<file path="src/rtl/mbldcm_pkg.sv">
// Shared constants and types for the BLDC half-bridge leg controller:
// commutation step encoding, FSM state encoding and the legal leg offsets.
package mbldcm_pkg;

    localparam logic [2:0] PHASE_0   = 3'd0;
    localparam logic [2:0] PHASE_1   = 3'd1;
    localparam logic [2:0] PHASE_2   = 3'd2;
    localparam logic [2:0] PHASE_3   = 3'd3;
    localparam logic [2:0] PHASE_4   = 3'd4;
    localparam logic [2:0] PHASE_5   = 3'd5;
    localparam logic [2:0] NUM_STEPS = 3'd6;

    // The three legs of a motor are spaced two commutation steps apart.
    localparam logic [2:0] LEG_PHASE_DIFF [3] = '{3'd0, 3'd2, 3'd4};

    typedef enum logic [2:0] {
        ST_IDLE   = 3'd0,
        ST_HIGH   = 3'd1,
        ST_LOW    = 3'd2,
        ST_DEAD_H = 3'd3,
        ST_DEAD_L = 3'd4
    } state_e;

    // Modulo-6 addition for step offsets; base is a legal step and step <= 5.
    function automatic logic [2:0] phase_add(input logic [2:0] base, input logic [2:0] step);
        logic [3:0] sum;
        sum = {1'b0, base} + {1'b0, step};
        if (sum >= {1'b0, NUM_STEPS}) begin
            sum = sum - {1'b0, NUM_STEPS};
        end
        return sum[2:0];
    endfunction

endpackage

</file>
<file path="src/rtl/mbldcm_commutation_decoder.sv">
// Combinational decode of the 6-step commutation phase and PWM inputs into
// high/low switch requests for one leg, plus an illegal-phase flag.
module mbldcm_commutation_decoder
    import mbldcm_pkg::*;
#(
    parameter logic [2:0] pPhaseDiff = 3'd0
) (
    input  logic [2:0] phase_i,
    input  logic       high_pwm_i,
    input  logic       low_pwm_i,
    output logic       req_high_o,
    output logic       req_low_o,
    output logic       illegal_o
);

    // Steps d and d+1 drive this leg with PWM; d+3 and d+4 hold it low.
    localparam logic [2:0] DRIVE_A = phase_add(pPhaseDiff, 3'd0);
    localparam logic [2:0] DRIVE_B = phase_add(pPhaseDiff, 3'd1);
    localparam logic [2:0] SINK_A  = phase_add(pPhaseDiff, 3'd3);
    localparam logic [2:0] SINK_B  = phase_add(pPhaseDiff, 3'd4);

    always_comb begin
        req_high_o = 1'b0;
        req_low_o  = 1'b0;
        illegal_o  = (phase_i >= NUM_STEPS);
        if ((phase_i == DRIVE_A) || (phase_i == DRIVE_B)) begin
            req_high_o = high_pwm_i;
            req_low_o  = low_pwm_i;
        end else if ((phase_i == SINK_A) || (phase_i == SINK_B)) begin
            req_low_o = 1'b1;
        end
    end

endmodule

</file>
<file path="src/rtl/mbldcm_half_bridge_deadtime_controller.sv">
// Half-bridge gate controller for one BLDC leg: registered gate FSM with a
// programmable dead time between opposite-side turn-ons and a sticky fault.
module mbldcm_half_bridge_deadtime_controller
    import mbldcm_pkg::*;
#(
    parameter logic [2:0] pPhaseDiff     = 3'd0,
    parameter int         pDeadTimeWidth = 8
) (
    input  logic                      iClk,
    input  logic                      iRst_n,
    input  logic                      iEnable,
    input  logic [2:0]                iPhase,
    input  logic                      iHighPwm,
    input  logic                      iLowPwm,
    input  logic [pDeadTimeWidth-1:0] iDeadTime,
    input  logic                      iClearFault,
    output logic                      oHighSide,
    output logic                      oLowSide,
    output logic                      oDeadActive,
    output logic                      oFault
);

    state_e                    state_q, state_d;
    logic [pDeadTimeWidth-1:0] cnt_q, cnt_d;
    logic                      fault_q, fault_d;
    logic                      req_high, req_low, phase_illegal;
    logic                      fault_set;

    mbldcm_commutation_decoder #(
        .pPhaseDiff (pPhaseDiff)
    ) u_decoder (
        .phase_i    (iPhase),
        .high_pwm_i (iHighPwm),
        .low_pwm_i  (iLowPwm),
        .req_high_o (req_high),
        .req_low_o  (req_low),
        .illegal_o  (phase_illegal)
    );

    assign fault_set = iEnable && (phase_illegal || (req_high && req_low));

    // A new fault beats a simultaneous clear request.
    always_comb begin
        fault_d = fault_q;
        if (fault_set) begin
            fault_d = 1'b1;
        end else if (iClearFault) begin
            fault_d = 1'b0;
        end
    end

    always_comb begin
        state_d = state_q;
        cnt_d   = cnt_q;
        if (!iEnable || fault_set || fault_q) begin
            // Abrupt shut-off: no dead time is counted on the way to IDLE.
            state_d = ST_IDLE;
            cnt_d   = '0;
        end else begin
            unique case (state_q)
                ST_IDLE: begin
                    if (req_high && !req_low) begin
                        state_d = ST_HIGH;
                    end else if (req_low && !req_high) begin
                        state_d = ST_LOW;
                    end
                end
                ST_HIGH: begin
                    if (!req_high) begin
                        state_d = ST_DEAD_H;
                        cnt_d   = iDeadTime;
                    end
                end
                ST_LOW: begin
                    if (!req_low) begin
                        state_d = ST_DEAD_L;
                        cnt_d   = iDeadTime;
                    end
                end
                ST_DEAD_H: begin
                    if (req_high) begin
                        state_d = ST_HIGH;
                    end else if (cnt_q != '0) begin
                        cnt_d = cnt_q - pDeadTimeWidth'(1);
                    end else if (req_low) begin
                        state_d = ST_LOW;
                    end else begin
                        state_d = ST_IDLE;
                    end
                end
                ST_DEAD_L: begin
                    if (req_low) begin
                        state_d = ST_LOW;
                    end else if (cnt_q != '0) begin
                        cnt_d = cnt_q - pDeadTimeWidth'(1);
                    end else if (req_high) begin
                        state_d = ST_HIGH;
                    end else begin
                        state_d = ST_IDLE;
                    end
                end
                default: begin
                    state_d = ST_IDLE;
                    cnt_d   = '0;
                end
            endcase
        end
    end

    always_ff @(posedge iClk or negedge iRst_n) begin
        if (!iRst_n) begin
            state_q <= ST_IDLE;
            cnt_q   <= '0;
            fault_q <= 1'b0;
        end else begin
            state_q <= state_d;
            cnt_q   <= cnt_d;
            fault_q <= fault_d;
        end
    end

    assign oHighSide   = (state_q == ST_HIGH);
    assign oLowSide    = (state_q == ST_LOW);
    assign oDeadActive = ((state_q == ST_DEAD_H) || (state_q == ST_DEAD_L)) && (cnt_q != '0);
    assign oFault      = fault_q;

endmodule

</file>
<file path="config.mk">
export PLATFORM = sky130hd
export DESIGN_NAME = mbldcm_half_bridge_deadtime_controller
export DESIGN_NICKNAME = d
export VERILOG_FILES = /design/src/rtl/mbldcm_pkg.sv /design/src/rtl/mbldcm_commutation_decoder.sv /design/src/rtl/mbldcm_half_bridge_deadtime_controller.sv
export SDC_FILE = /design/constraint.sdc
export NUM_CORES = 1
export LEC_CHECK = 0
export ABC_CLOCK_PERIOD_IN_PS = 2900
export CORE_MARGIN = 2
export CORE_UTILIZATION = 53
export DETAILED_ROUTE_END_ITERATION = 8
export PLACE_DENSITY = 0.82
export REMOVE_ABC_BUFFERS = 1
export SLEW_MARGIN = 25
export SYNTH_ARGS = -nofsm -noshare
export SYNTH_HDL_FRONTEND = slang
export SYNTH_SLANG_ARGS = --single-unit
</file>
<file path="constraint.sdc">
create_clock -name iClk -period 2.9 [get_ports iClk]
set_input_delay 0.29 -clock iClk [delete_from_list [all_inputs] [get_ports iClk]]
set_output_delay 0.29 -clock iClk [all_outputs]
set_load 0.02 [all_outputs]
</file>
Yosys cells after proc, flatten, opt, wreduce, memory -nomap -nowiden:

Index checks and enable logic that the tools add are counted.

* equal/unequal tests: 15
* reduce and logical (&&, ||, !) cells: 20
* add/subtract/negate cells: 1
* order comparisons: 1
* muxes and demuxes: 24

Operators with widths (count)
* two-way mux 8 bit: 6
* one-hot mux 8 bit (5 select lines): 1
* two-way mux 3 bit: 9
* one-hot mux 3 bit (5 select lines): 1
* inequality test 4 bit (second input constant): 3
* AND reduction 5 bit: 2
* equality test 3 x 2 -> 1 bit (second input constant): 3
* nonzero test 8 bit: 1
* subtractor 8 x 1 -> 8 bit (second input constant): 1
* equality test 3 x 1 -> 1 bit (second input constant): 2
* equality test 3 bit (second input constant): 2
* zero test 3 bit: 2
* logical OR 1 bit: 6
* two-way mux 1 bit: 6
* inequality test 3 x 2 -> 1 bit (second input constant): 2
* inequality test 3 bit (second input constant): 2
* logical AND 1 bit: 5
* greater-or-equal comparator 3 bit (second input constant): 1
* zero test 1 bit: 3
* two-way mux 2 bit: 1
* inequality test 2 bit (second input constant): 1
* nonzero test 2 bit: 1

* bits of input ports: 17
* output and inout bits: 4
* bits in registers: 12
* logic and storage cells: 64

Depth between registers and ports, before layout:

* word-level depth: 11
* mapped depth: 7
* mapped depth without buffers: 7

By module:

Synthesis repeated with hierarchy kept, for this count alone.

* cell total of the unflattened synthesis: 127
* area, all modules: 1126.1 um^2

Modules (own cells, without submodules)
* mbldcm_half_bridge_deadtime_controller: cells an instance 121, sequential area each 300.3 um^2, instances 1, area an instance 1089.8 um^2
* mbldcm_commutation_decoder: cells an instance 6, sequential area each 0.0 um^2, instances 1, area an instance 36.3 um^2

Worst setup path before layout:

OpenSTA, ideal clock, no wires.

* path type: flip-flop to flip-flop
* start point: reg state_q[0]
* end point: reg state_q[0]
* setup slack: 0.862 ns
* arrival time: 1.913 ns
* buffers on the path: 1
* required time: 2.775 ns
* clock period less this slack: 2.038 ns
* stages on the path, launching flop included: 7
* setup time: 0.125 ns
* cell sequence: dfrtp_1 buf_2 nor3b_1 and3_1 a21oi_1 o21ai_2 mux2_4

* word-level cells in the longest chain between the ends: 3
* elaborated cells on any way between the ends: 13
* those cells by class: eq/ne: 9; mux: 2; reduce/logical: 2

Ends and longest elaborated chain
* start: declaration: RTL line mbldcm_half_bridge_deadtime_controller.sv:23 `state_e state_q, state_d;`
* start signal: assignment: RTL line mbldcm_half_bridge_deadtime_controller.sv:116 `state_q <= state_d;`
* equality test 3 x 2 -> 1 bit *
* named net oLowSide: RTL line mbldcm_half_bridge_deadtime_controller.sv:18 `output logic oLowSide,`
* inequality test 3 x 2 -> 1 bit (no line) / one-hot mux 3 bit (5 select lines) (equally long branches)
* AND reduction 5 bit (no line) / two-way mux 3 bit (equally long branches)

Mark *: on every way through the listed nets, which the timed path passes. The rest lies on a longest branch.
A chain may end at the register's enable or synchronous reset.

Worst setup path in the final report:

* start point: reg state_q[1]
* end point: out oDeadActive

* word-level cells in the longest chain between the ends: 3
* elaborated cells on any way between the ends: 4
* those cells by class: eq/ne: 2; reduce/logical: 2

Ends and longest elaborated chain
* equality test 3 x 2 -> 1 bit / equality test 3 bit (equally long branches): RTL line mbldcm_half_bridge_deadtime_controller.sv:124 `assign oDeadActive = ((state_q == ST_DEAD_H) || (state_q == ST_DEAD_L)) && (cnt_q != '0);`
* logical OR 1 bit *: RTL line mbldcm_half_bridge_deadtime_controller.sv:124
* logical AND 1 bit *: RTL line mbldcm_half_bridge_deadtime_controller.sv:124
* end: declaration: RTL line mbldcm_half_bridge_deadtime_controller.sv:19 `output logic oDeadActive,`

Every way passes the cells marked *; elsewhere a longest branch is shown, timed or not.

==> metrics.md <==
| Metric | Value |
|---|---|
| Final setup viols | `0` |
| Gr ovfl total | `0` |
| GRT met1 Usage | `30.5%` |
| Required time of the critical path | `between 2 and 3 ns` |
| Max-slew violations | `0` |
| Status | `finished, final reports clean` |
| Leak | `between 0.5 and 0.6 nW` |
| RSZ-0062 raised after global routing | `false` |
| DRT Wirelength | `2440 um` |
| Initial Utilization | `between 50 and 60%` |
| CP max FO | `11` |
| Post-synth cell types | `between 50 and 60` |
| Min Hold Slack | `around 0.36 ns` |
| GRT met3 Usage | `under 10%` |
| Post-Place Cell Area | `1240 um^2` |
| Cells after Synth | `around 110` |
| Initial DRC count | `20` |
| PortBufs | `20` |
| Filler Cell Count | `146` |
| Crit path capture type | `output port` |
| Post-route standard cell area excluding fillers | `1280 um^2` |
| Met2 usage | `40.3%` |
| Area growth syn-to-layout | `23.9%` |
| Site Rows | `15` |
| Vias per inst | `a little over 6` |
| Footprint of the multi-input gates | `around 670 um^2` |
| Cts hold-fix bufs | `0` |
| Per-cell routed wire length | `15.8 um` |
| Number of diodes | `0` |
| Fmax | `~380 MHz` |
| Final min period | `around 2.6 ns` |
| CP arrival | `roughly 2.3 ns` |
| HP Class | `in2async` |
| Max IR drop VDD | `about 0.24 mV` |
| Clk_lat worst skew | `roughly 0.27 ns` |
| CTS tree | `yes` |
| Io pins | `21` |
| DPL Wire Length | `between 1500 and 2000 um` |
| Warnings, synthesis | `0` |
| CTS Buf Count | `3` |
| CTS Sinks | `12` |
| Setup Skew | `around 0.00043 ns` |
| Main synth FF type | `dfrtp_1` |
| Post-CTS setup buffers | `0` |
| Final Non-Filler Cells | `about 150` |
| PD cells | `about 360 nW/um^2` |
| Placed insts | `150` |
| Largest net degree at the start of global routing | `14` |
| Crit path launch type | `flop` |
| Die Width | `just under 50 um` |
| Post-route DRC | `0` |
| Final Hold Viols | `0` |
| Resized Gates After CTS | `0` |
| H-Tree Depth | `1` |
| Post-synth EDFFs | `0` |
| Via count | `roughly 950` |
| Syn avg cell area | `9.53 um^2` |
| Total GRT Usage | `about a quarter` |
| DRT antenna net count | `0` |
| Slew HR | `between 50% and 60%` |
| Syn Std Cell Area | `around 1000 um^2` |
| TritonRoute pass-1 iters | `4` |
| Antenna violations before repair | `0` |
| FF+latch area | `300 um^2` |
| MaxCap Viol Count | `0` |
| Worst setup path category | `reg2out` |
| NumNets Final | `around 150` |
| Vias in the first global route | `876` |
| Die Ht | `approximately 48 um` |
| Busiest grt layer | `met2` |
| CTS root buffer | `clkbuf_4` |
| Maximum clock insertion buffer count | `2` |
| Seq/Total Area, Yosys | `29.2%` |
| Die area | `2310 um^2` |
| Asr flop ratio synth | `100%` |
| Clock-pin slew on the worst setup and hold paths | `about 0.08 ns` |
| Worst-Margin Slew | `roughly 0.65 ns` |
| Layout cells sized above 1 | `approximately a fifth` |
| RePlAce Congestion | `between 0.8 and 0.9` |
| First-pass GRT wire length | `3880 um` |
| Ratio of final minimum period to clock period | `between 90% and 100%` |
| Post-layout util | `71.6%` |
| Synthesized flop and latch total | `12` |
| Sum Neg Setup Slack | `0 ns` |
| Core area | `1780 um^2` |
report_power, final:
group          switching, mW  leakage, nW  internal, mW
registers            0.00913        0.165         0.173
logic                 0.0759        0.327        0.0650
clock network         0.0580       0.0210        0.0763
through the flow:
step           setup slack [ns]  power [mW]
6_report                  0.271       0.457
3_3_place_gp              0.565       0.321
5_1_grt                   0.112       0.487
3_5_place_dp              0.506       0.325
4_1_cts                   0.273       0.465
2_1_floorplan             0.833       0.269
critical path: stages (launching register included):
cell	delay [ns]
dfrtp_1	0.53
nor2_1	0.38
a22o_1	0.38
and2_1	0.17
clkdlybuf4s50_1	0.60
cell usage in the layout, fill, tap and decap left out, types with 2 or more instances in the layout:
cell	count
a211oi_1	2
a211oi_2	3
a21oi_1	5
a221oi_1	4
a22o_1	2
a32o_1	2
buf_4	2
clkbuf_4	3
clkdlybuf4s50_1	20
dfrtp_1	12
inv_1	7
nand2_1	4
nand2b_1	2
nand3_1	3
nor2_1	9
nor2b_1	3
nor3_1	3
o21ai_0	3
or4b_1	2
xnor2_1	2
xor2_1	2
state kept, by name, summed over array words and instances, names as in the netlist:
register and flops:
cnt_q 8, oFault 1, state_q 3
cells in the mapped netlist, drive strengths merged, types with 3 or more instances:
| master | instances | area, um^2 |
|---|---|---|
| a221oi | 5 | 50.0 |
| nor2b | 3 | 18.8 |
| a21oi | 6 | 33.8 |
| dfrtp | 12 | 300 |
| buf | 5 | 36.3 |
| a211oi | 5 | 52.6 |
| nor2 | 10 | 40.0 |
| nand3 | 3 | 15.0 |
| o21ai | 4 | 23.8 |
| nand2 | 4 | 15.0 |
| a22o | 3 | 27.5 |
| inv | 7 | 26.3 |
| nor3 | 4 | 25.0 |
metal layers:
metal	vias to the layer above	wire, um
li1	461	-
met1	457	1080
met2	22	1240
met3	6	70
met4	0	46
met5	-	0
final timing paths:
path,startpoint,endpoint,slack (ns),depth (start not counted)
max in group asynchronous,iRst_n,cnt_q[6],2.18,1
worst min-delay path,iRst_n,cnt_q[4],0.36,1
worst max register to register,cnt_q[3],cnt_q[0],0.95,6
worst min register to register,oFault,oFault,0.57,2
worst max-delay path,state_q[1],oDeadActive,0.27,4
min in group iClk,oFault,oFault,0.57,2
layout make-up:
class                      instances  area share (%)
multi-input combinational         84            52.3
sequential                        12            23.5
timing repair buffer              22            16.9
clock buffer                       4            2.84
tap                               25            2.45
inverter                           7            2.06
kinds of logic after synthesis:
group	count (synthesis)	share of synthesized area, %
DFF	12	29.2
AOI/OAI and AO/OA	38	33.9
xor gates and xnor gates	4	3.40
and+or+nand+nor	37	21.4
buffers and inverters	12	6.08
adders and majority gates	1	1.21
muxes	4	4.86
Note: power is estimated with default switching activity, not from simulation.
